$ cat src/rtl/fetch_decode_fsm_pkg.sv
// Shared definitions for the fetch/decode sequencer: opcode values, instruction field
// positions and the sequencer state encoding.
package fetch_decode_fsm_pkg;

  localparam logic [3:0] OP_MOVI = 4'h0;
  localparam logic [3:0] OP_MOV  = 4'h1;
  localparam logic [3:0] OP_ADD  = 4'h2;
  localparam logic [3:0] OP_SUB  = 4'h3;
  localparam logic [3:0] OP_HALT = 4'hF;

  // Number of opcodes that hand off to an execution FSM.
  localparam int unsigned NUM_EXEC_OPS = 32'(OP_SUB) + 1;

  localparam int unsigned OPCODE_MSB = 15;
  localparam int unsigned OPCODE_LSB = 12;
  localparam int unsigned P1_MSB     = 11;
  localparam int unsigned P1_LSB     = 6;
  localparam int unsigned P2_MSB     = 5;
  localparam int unsigned P2_LSB     = 0;

  typedef enum logic [2:0] {
    StIdle,
    StFetch,
    StDecode,
    StExec,
    StHalt
  } state_e;

  // Opcode lane for an execution opcode (0 when it is not one of the four).
  function automatic logic [3:0] exec_lane(input logic [3:0] op);
    logic [3:0] lane;
    lane = 4'b0000;
    case (op)
      OP_MOVI: lane = 4'b0001;
      OP_MOV:  lane = 4'b0010;
      OP_ADD:  lane = 4'b0100;
      OP_SUB:  lane = 4'b1000;
      default: lane = 4'b0000;
    endcase
    return lane;
  endfunction

endpackage

$ cat src/rtl/fetch_decode_fsm.sv
// Instruction fetch/decode sequencer: reads a word at pc, decodes it, drives the one-hot start
// handshake to the per-opcode execution FSMs and advances pc once the selected FSM reports done.
module fetch_decode_fsm
  import fetch_decode_fsm_pkg::*;
#(
  parameter int unsigned ADDR_W  = 8,
  parameter int unsigned NUM_OPS = NUM_EXEC_OPS,
  parameter int unsigned TIMEOUT = 64
) (
  input  logic               clk,
  input  logic               rst,
  input  logic               run,
  output logic               mem_rd,
  output logic [ADDR_W-1:0]  pc,
  input  logic [15:0]        mem_data,
  input  logic               mem_valid,
  output logic [3:0]         opcode,
  output logic [5:0]         parameter1,
  output logic [5:0]         parameter2,
  output logic               donefetch,
  output logic [NUM_OPS-1:0] start,
  input  logic [NUM_OPS-1:0] done,
  output logic               halted,
  output logic               illegal,
  output logic               timeout_err
);

  localparam int unsigned WdogW = $clog2(TIMEOUT + 1);
  localparam logic [WdogW-1:0] WdogLast = WdogW'(TIMEOUT - 1);

  state_e             state_q;
  logic [WdogW-1:0]   wdog_q;
  logic               lane_done;
  logic               op_legal;
  logic [NUM_OPS-1:0] op_lane;

  // start is one-hot on the active lane during EXEC, so masking done with it selects that lane.
  assign lane_done = |(done & start);
  assign op_legal  = 32'(opcode) < NUM_OPS;
  assign op_lane   = NUM_OPS'(1) << opcode;

  always_ff @(posedge clk) begin
    if (!rst) begin
      state_q     <= StIdle;
      pc          <= '0;
      mem_rd      <= 1'b0;
      opcode      <= '0;
      parameter1  <= '0;
      parameter2  <= '0;
      donefetch   <= 1'b0;
      start       <= '0;
      halted      <= 1'b0;
      illegal     <= 1'b0;
      timeout_err <= 1'b0;
      wdog_q      <= '0;
    end else begin
      donefetch <= 1'b0;
      unique case (state_q)
        StIdle: begin
          if (run) begin
            state_q <= StFetch;
            mem_rd  <= 1'b1;
          end
        end
        StFetch: begin
          if (mem_valid) begin
            opcode     <= mem_data[OPCODE_MSB:OPCODE_LSB];
            parameter1 <= mem_data[P1_MSB:P1_LSB];
            parameter2 <= mem_data[P2_MSB:P2_LSB];
            donefetch  <= 1'b1;
            mem_rd     <= 1'b0;
            state_q    <= StDecode;
          end
        end
        StDecode: begin
          if (op_legal) begin
            start   <= op_lane;
            wdog_q  <= '0;
            state_q <= StExec;
          end else if (opcode == OP_HALT) begin
            halted  <= 1'b1;
            state_q <= StHalt;
          end else begin
            illegal <= 1'b1;
            pc      <= pc + ADDR_W'(1);
            mem_rd  <= run;
            state_q <= run ? StFetch : StIdle;
          end
        end
        StExec: begin
          // done on the active lane wins over a watchdog expiry in the same cycle.
          if (lane_done || (wdog_q == WdogLast)) begin
            start  <= '0;
            pc     <= pc + ADDR_W'(1);
            wdog_q <= '0;
            if (lane_done) begin
              mem_rd  <= run;
              state_q <= run ? StFetch : StIdle;
            end else begin
              timeout_err <= 1'b1;
              state_q     <= StIdle;
            end
          end else begin
            wdog_q <= wdog_q + WdogW'(1);
          end
        end
        StHalt: begin
          state_q <= StHalt;
        end
        default: begin
          state_q <= StIdle;
        end
      endcase
    end
  end

endmodule

$ cat config.mk
export PLATFORM = sky130hd
export DESIGN_NAME = fetch_decode_fsm
export DESIGN_NICKNAME = d
export VERILOG_FILES = /design/src/rtl/fetch_decode_fsm_pkg.sv /design/src/rtl/fetch_decode_fsm.sv
export SDC_FILE = /design/constraint.sdc
export NUM_CORES = 1
export LEC_CHECK = 0
export CAP_MARGIN = 15
export CORE_MARGIN = 4
export CORE_UTILIZATION = 45
export CTS_CLUSTER_SIZE = 30
export DETAILED_ROUTE_END_ITERATION = 8
export PLACE_DENSITY = 0.77
export SLEW_MARGIN = 20
export SYNTH_ARGS = -nofsm -noshare
export SYNTH_HDL_FRONTEND = slang
export SYNTH_SLANG_ARGS = --single-unit
$ cat constraint.sdc
create_clock -name clk -period 2.8 [get_ports clk]
set_clock_uncertainty 0.2 [all_clocks]
set_input_delay 0.7 -clock clk [delete_from_list [all_inputs] [get_ports clk]]
set_output_delay 0.7 -clock clk [all_outputs]
set_load 0.05 [all_outputs]
# After elaboration in Yosys (flattened, before gate mapping)
# Cells that the tools add are included.
# classes
addsub	2
n_mul	0
div	0
order_cmp	1
n_eq_ne	13
shifts	1
muxes	26
n_bitwise	4
n_reduce_logical	15
# op_table
op	count
8-bit 2-to-1 mux	3
8-bit case mux with 2 select lines	1
3-bit 2-to-1 mux	5
3-bit case mux with 5 select lines	1
3-bit AND reduction	5
7-bit 2-to-1 mux	2
2-bit != test (second input constant)	7
7-bit case mux with 2 select lines	1
1-bit 2-to-1 mux	9
8-bit by 1-bit adder with 8-bit output (second input constant)	1
4-bit 2-to-1 mux	2
4-bit case mux with 2 select lines	1
7-bit by 1-bit adder with 7-bit output (second input constant)	1
7-bit by 6-bit == test with 1-bit output (second input constant)	1
7-bit AND reduction	1
3-bit by 2-bit == test with 1-bit output (second input constant)	2
2-bit AND reduction	3
4-bit bitwise AND	1
4-bit == test (second input constant)	1
4-bit by 3-bit less-than comparator with 1-bit output (second input constant)	1
1-bit case mux with 4 select lines	1
4-bit AND reduction	1
4-bit nonzero test	1
4-bit OR reduction	1
other kinds (7)	9
# word_totals
reg_bits	43
latch_bits	0
mem_bits_rw	0
mem_bits_ro	0
in_bits	24
out_inout_bits	33
word_cells	74
memories	0

# Logic depth before layout (Yosys ltp)
# logic_depth
depth_word	5
depth_mapped	7
depth_no_buf	6

# Worst setup path after synthesis
# OpenSTA, ideal clock, no wires.
# synth_path
path_type	register -> register
from	register opcode[3]
to	register pc[5]
setup_ns	0.071
t_arrival_ns	1.855
required_time_ns	2.529
path_slack_ns	0.674
stages_incl_launch_ff	6
period_less_slack_ns	2.126
path_cell_list	dfxtp_1 -> nor2_1 -> o21ai_1 -> o311ai_2 -> or4_1 -> a21oi_1
# synth_between
elab_chain_cells	3
elab_cells_between_ends	5
# synth_rtl
item	line	source
from (decl)	fetch_decode_fsm.sv:17	output logic [3:0] opcode,
from (signal assigned)	fetch_decode_fsm.sv:67	opcode <= mem_data[OPCODE_MSB:OPCODE_LSB];
4-bit by 3-bit less-than comparator with 1-bit output / 4-bit == test (equally long branches)	fetch_decode_fsm.sv:39, fetch_decode_fsm.sv:80	
2-bit != test (no source line)	-	
4-bit AND reduction (no source line) *	-	
to (signal assigned)	fetch_decode_fsm.sv:85	pc <= pc + ADDR_W'(1);
to (signal assigned)	fetch_decode_fsm.sv:94	pc <= pc + ADDR_W'(1);
to (decl)	fetch_decode_fsm.sv:14	output logic [ADDR_W-1:0] pc,
# Every way passes the cells marked *; elsewhere a longest branch is shown, timed or not.
# A chain may end at the register's enable or synchronous reset.

# Final worst setup path
# layout_path
from	register opcode[1]
to	output opcode[1]
# No word-level cell between the ends.

==> impl_table.tex <==
\begin{tabular}{lr}
\hline
Metric & Value \\
\hline
\multicolumn{2}{l}{\textbf{Global routing}} \\
GR Util All Layers & 0.1852 \\
Antenna violations before repair & 0 \\
Vias in the first global route & 1718 \\
Global-route wire length before repair & about 7.7 mm \\
Grt ovf & 0 \\
Maximum number of pins on one net before global-route repair & 23 \\
\multicolumn{2}{l}{\textbf{CTS}} \\
Clock-pin transition on the worst setup and hold timing paths & 80 ps \\
CTS HTree Levels & 2 \\
Clock latency on the worst-skew pair & 300 ps \\
Number of clock sinks seen by CTS & 43 \\
Root Driver & sky130\_fd\_sc\_hd\_\_clkbuf\_8 \\
CTS tree & done \\
Post-CTS Hold Fix Bufs & 0 \\
Clock buffer depth & 2 \\
TritonCTS Buffers & 5 \\
Number of setup buffers added after CTS & 0 \\
Number of instances resized during post-cts repair & 0 \\
\multicolumn{2}{l}{\textbf{Synthesis}} \\
Ys Warns & 0 \\
XOR/XNOR share of the synthesized area & 0.004679 \\
Largest family of logic cells by synthesized area & simple AND/OR/NAND/NOR gates \\
Post-synth cell types & 39 \\
Leading cell types by total area after synthesis & sky130\_fd\_sc\_hd\_\_dfxtp\_1 46\%, sky130\_fd\_sc\_hd\_\_nand2\_1 9.0\%, sky130\_fd\_sc\_hd\_\_a21oi\_1 8.8\% \\
Area of the mapped netlist & 0.001872 sq mm \\
Number of register bits inferred by synthesis & 43 \\
Top cell type's share of synthesized area & 0.4599 \\
Fraction of the mapped netlist area in compound gates & 0.2226 \\
Portion of the post-synthesis area used by sequential elements & 0.4599 \\
Number of instances in the synthesized netlist & 233 \\
Portion of netlist area occupied by mux cells & 0 \\
Avg Inst Size Synth & 8.033 sq um \\
Library cell occupying the most area in the post-synthesis netlist & sky130\_fd\_sc\_hd\_\_dfxtp\_1 \\
Post-synthesis share of cell area spent on full adders, half adders and majority gates & 0.01337 \\
Net Count, Synth & 259 \\
Synthesized-area fraction occupied by and/or/nand/nor cells & 0.2660 \\
\multicolumn{2}{l}{\textbf{Setup path}} \\
Setup crit end kind & output pin \\
Endpoint arrival time on the critical path & approximately 1600 ps \\
End of the worst register-to-register path & pc[5] \\
Critical Path Source & opcode[1] \\
Largest driver fanout on the critical path & 8 \\
Category of the critical setup timing path & reg2out \\
Crit-path cells & clkdlybuf4s50\_1 \\
Reg-to-reg setup timing slack & 500 ps \\
Reg2Reg Depth & 7 \\
Critical path buffer and inverter count & 1 \\
Worst endpoint required time & 1900 ps \\
Critical-path top delay cell & sky130\_fd\_sc\_hd\_\_clkdlybuf4s50\_1 \\
Crit path max-delay family & buffers and inverters \\
Critical Path Start Type & flop \\
Worst path max stage delay & 860 ps \\
Beginning of the worst register-to-register path & wdog\_q[0] \\
\multicolumn{2}{l}{\textbf{Floorplan}} \\
Floorplan die height & 72.50 um \\
Die ar. & $\sim$0.0053 sq mm \\
Core Area & roughly 0.004 sq mm \\
Total I/O pin count & 57 \\
Count of standard-cell rows & 23 \\
Effective utilization at floorplan & 0.4679 \\
Horizontal die dimension & 72.50 um \\
\multicolumn{2}{l}{\textbf{Routing}} \\
Vias & 1836 \\
Via count normalized by instance count & 5.322 \\
Final ANT Viol Nets & 0 \\
Post-route DRC & 0 \\
Total wire length after detailed routing & around 4.5 mm \\
Wire per inst & 13.19 um \\
Violation count after the first detailed-route iteration & 101 \\
Initial DRT Pass Iterations & 4 \\
\multicolumn{2}{l}{\textbf{Job}} \\
Max-cap violation count & 0 \\
\multicolumn{2}{l}{\textbf{Outcome}} \\
Result of the run & completed \\
\multicolumn{2}{l}{\textbf{Layout}} \\
Signed area change from the synthesized netlist to the final layout & 39.04\% \\
Nets & $\sim$320 \\
Ratio of cells with drive above 1 in the final layout & 0.07119 \\
Final antenna diode count & 0 \\
Number of filler cells placed in the layout & 366 \\
\multicolumn{2}{l}{\textbf{Pwr}} \\
Total leakage power & 0.8769 nW \\
Combinational cell fraction of total power & 0.275 \\
Sequential share of power & 0.471 \\
Sw Share & 0.3344 \\
Worst voltage drop across the vdd grid & about 400 uV \\
Cell internal pwr & 0.0009643 W \\
Total power density per cell area & $\sim$560 mW/mm\^{}2 \\
Net load switching power & between 0.0004 and 0.0005 W \\
Clock share of power & 0.254 \\
\multicolumn{2}{l}{\textbf{STA}} \\
Actual transition at the worst max-transition pin & 560.4 ps \\
Count of final hold-check violations & 0 \\
Worst hold margin & 254.3 ps \\
Maximum clock frequency & 0.3964 GHz \\
Max-slew violation count & 0 \\
Unrepaired setup endpoints after global routing & false \\
Post-layout min period & 2523 ps \\
Worst slew margin & 0.6250 \\
Final Cycle Share & 0.9010 \\
Finish-stage setup viols & 0 \\
Setup TNS Final & 0 ps \\
\multicolumn{2}{l}{\textbf{Min path}} \\
End point of the most critical hold path & parameter2[2] \\
Hold Crit Class & reg2reg \\
Min-Delay Path Depth & 2 \\
Hold Startpoint & parameter2[2] \\
\multicolumn{2}{l}{\textbf{Placement}} \\
Quantity of I/O buffers inserted on ports & 56 \\
Final RePlAce weighted congestion & between 0.7 and 0.8 \\
HPWL reported at the end of detailed placement & 3.296 mm \\
\hline
\end{tabular}
[routing by layer]
layer  vias up  wire length [um]  global-route usage
met5         -                 0                   0
met4         0                66             0.06967
met3         8               398             0.07618
met2        61              2017              0.2821
met1       802              2066              0.2342
li1        965                 -                   -
[worst max path at each step]
stage | to | slack, ps | cells past startpoint
after global routing | opcode[1] | 200 | 1
after detailed placement | pc[5] | 140 | 7
final | opcode[1] | 280 | 1
after floorplan | pc[5] | 670 | 5
after global placement | pc[5] | 190 | 7
after CTS | opcode[1] | 270 | 1
[flip-flops by register name, indices dropped and copies added, names as in the netlist]
signal / cells
parameter1: 6
illegal: 1
parameter2: 6
pc: 8
halted: 1
state_q: 3
donefetch: 1
start: 4
wdog_q: 7
opcode: 4
timeout_err: 1
mem_rd: 1
[power groups by stage]
stage | Sequential [W] | Clock (W) | Combinational (W)
finish | 0.000682 | 0.000368 | 0.000398
global route | 0.000689 | 0.000401 | 0.000429
CTS | 0.000681 | 0.000379 | 0.000400
detailed placement | 0.000696 | 0 | 0.000398
global placement | 0.000695 | 0 | 0.000395
floorplan | 0.000783 | 0 | 0.000164
[synthesized netlist by cell type, drive strengths merged]
library cell,count
a211oi,2
a21oi,33
a22oi,3
a31oi,3
and3,3
and3b,1
and4,1
buf,2
clkbuf,8
clkinv,1
dfxtp,43
ha,2
inv,5
nand2,45
nand2b,1
nand3,14
nand3b,2
nand4,1
nor2,12
nor2b,3
nor3,6
nor3b,1
nor4,4
o211ai,1
o21a,3
o21ai,16
o221a,1
o311ai,1
o31a,1
o31ai,3
o41ai,3
or3,5
or4,2
xor2,1
[cell usage in the layout (no fill, tap or decap), types with 2 or more instances in the layout]
master,n
sky130_fd_sc_hd__nand2_1,45
sky130_fd_sc_hd__dfxtp_1,43
sky130_fd_sc_hd__or4_1,2
sky130_fd_sc_hd__ha_1,2
sky130_fd_sc_hd__or3_1,5
sky130_fd_sc_hd__nor2b_1,3
sky130_fd_sc_hd__o21ai_1,2
sky130_fd_sc_hd__and3_1,3
sky130_fd_sc_hd__buf_4,10
sky130_fd_sc_hd__clkdlybuf4s50_1,56
sky130_fd_sc_hd__a211oi_1,2
sky130_fd_sc_hd__a22oi_1,3
sky130_fd_sc_hd__nor4_1,3
sky130_fd_sc_hd__o21ai_0,14
sky130_fd_sc_hd__nand3_1,13
sky130_fd_sc_hd__o21a_1,3
sky130_fd_sc_hd__o41ai_1,3
sky130_fd_sc_hd__inv_1,4
sky130_fd_sc_hd__nand3b_1,2
sky130_fd_sc_hd__clkbuf_8,5
sky130_fd_sc_hd__o31ai_1,3
sky130_fd_sc_hd__a21oi_1,33
sky130_fd_sc_hd__a31oi_1,3
sky130_fd_sc_hd__nor3_1,5
sky130_fd_sc_hd__nor2_1,12
[stage by stage]
stage / cells / instance area, sq um / util / total power (W) / setup WS, ps
3_3_place_gp: 339 / 2530 / 0.6325 / 0.001090 / 194.3
6_report: 345 / 2603 / 0.6506 / 0.001449 / 277.1
3_5_place_dp: 339 / 2530 / 0.6325 / 0.001094 / 142.0
2_1_floorplan: 233 / 1872 / - / 0.0009468 / 674.4
5_1_grt: 345 / 2603 / 0.6506 / 0.001519 / 204.2
4_1_cts: 345 / 2603 / 0.6506 / 0.001460 / 267.6
[area by class of cell]
class / instances / area (sq um) / share of cell area
tap: 50 / 62.56 / 0.02404
inverter: 6 / 22.52 / 0.008654
timing repair buffer: 66 / 635.6 / 0.2442
sequential: 43 / 860.8 / 0.3308
clock buffer: 6 / 72.57 / 0.02788
multi-input combinational: 174 / 948.4 / 0.3644
[cells by family after synthesis]
logic type,after synthesis
AO/OA/AOI/OAI,70
XOR/XNOR,1
AND/OR/NAND/NOR,101
adder cells (fa/ha/maj),2
flip-flops,43
buffers and inverters,16
Note: power is estimated with default switching activity, not from simulation.
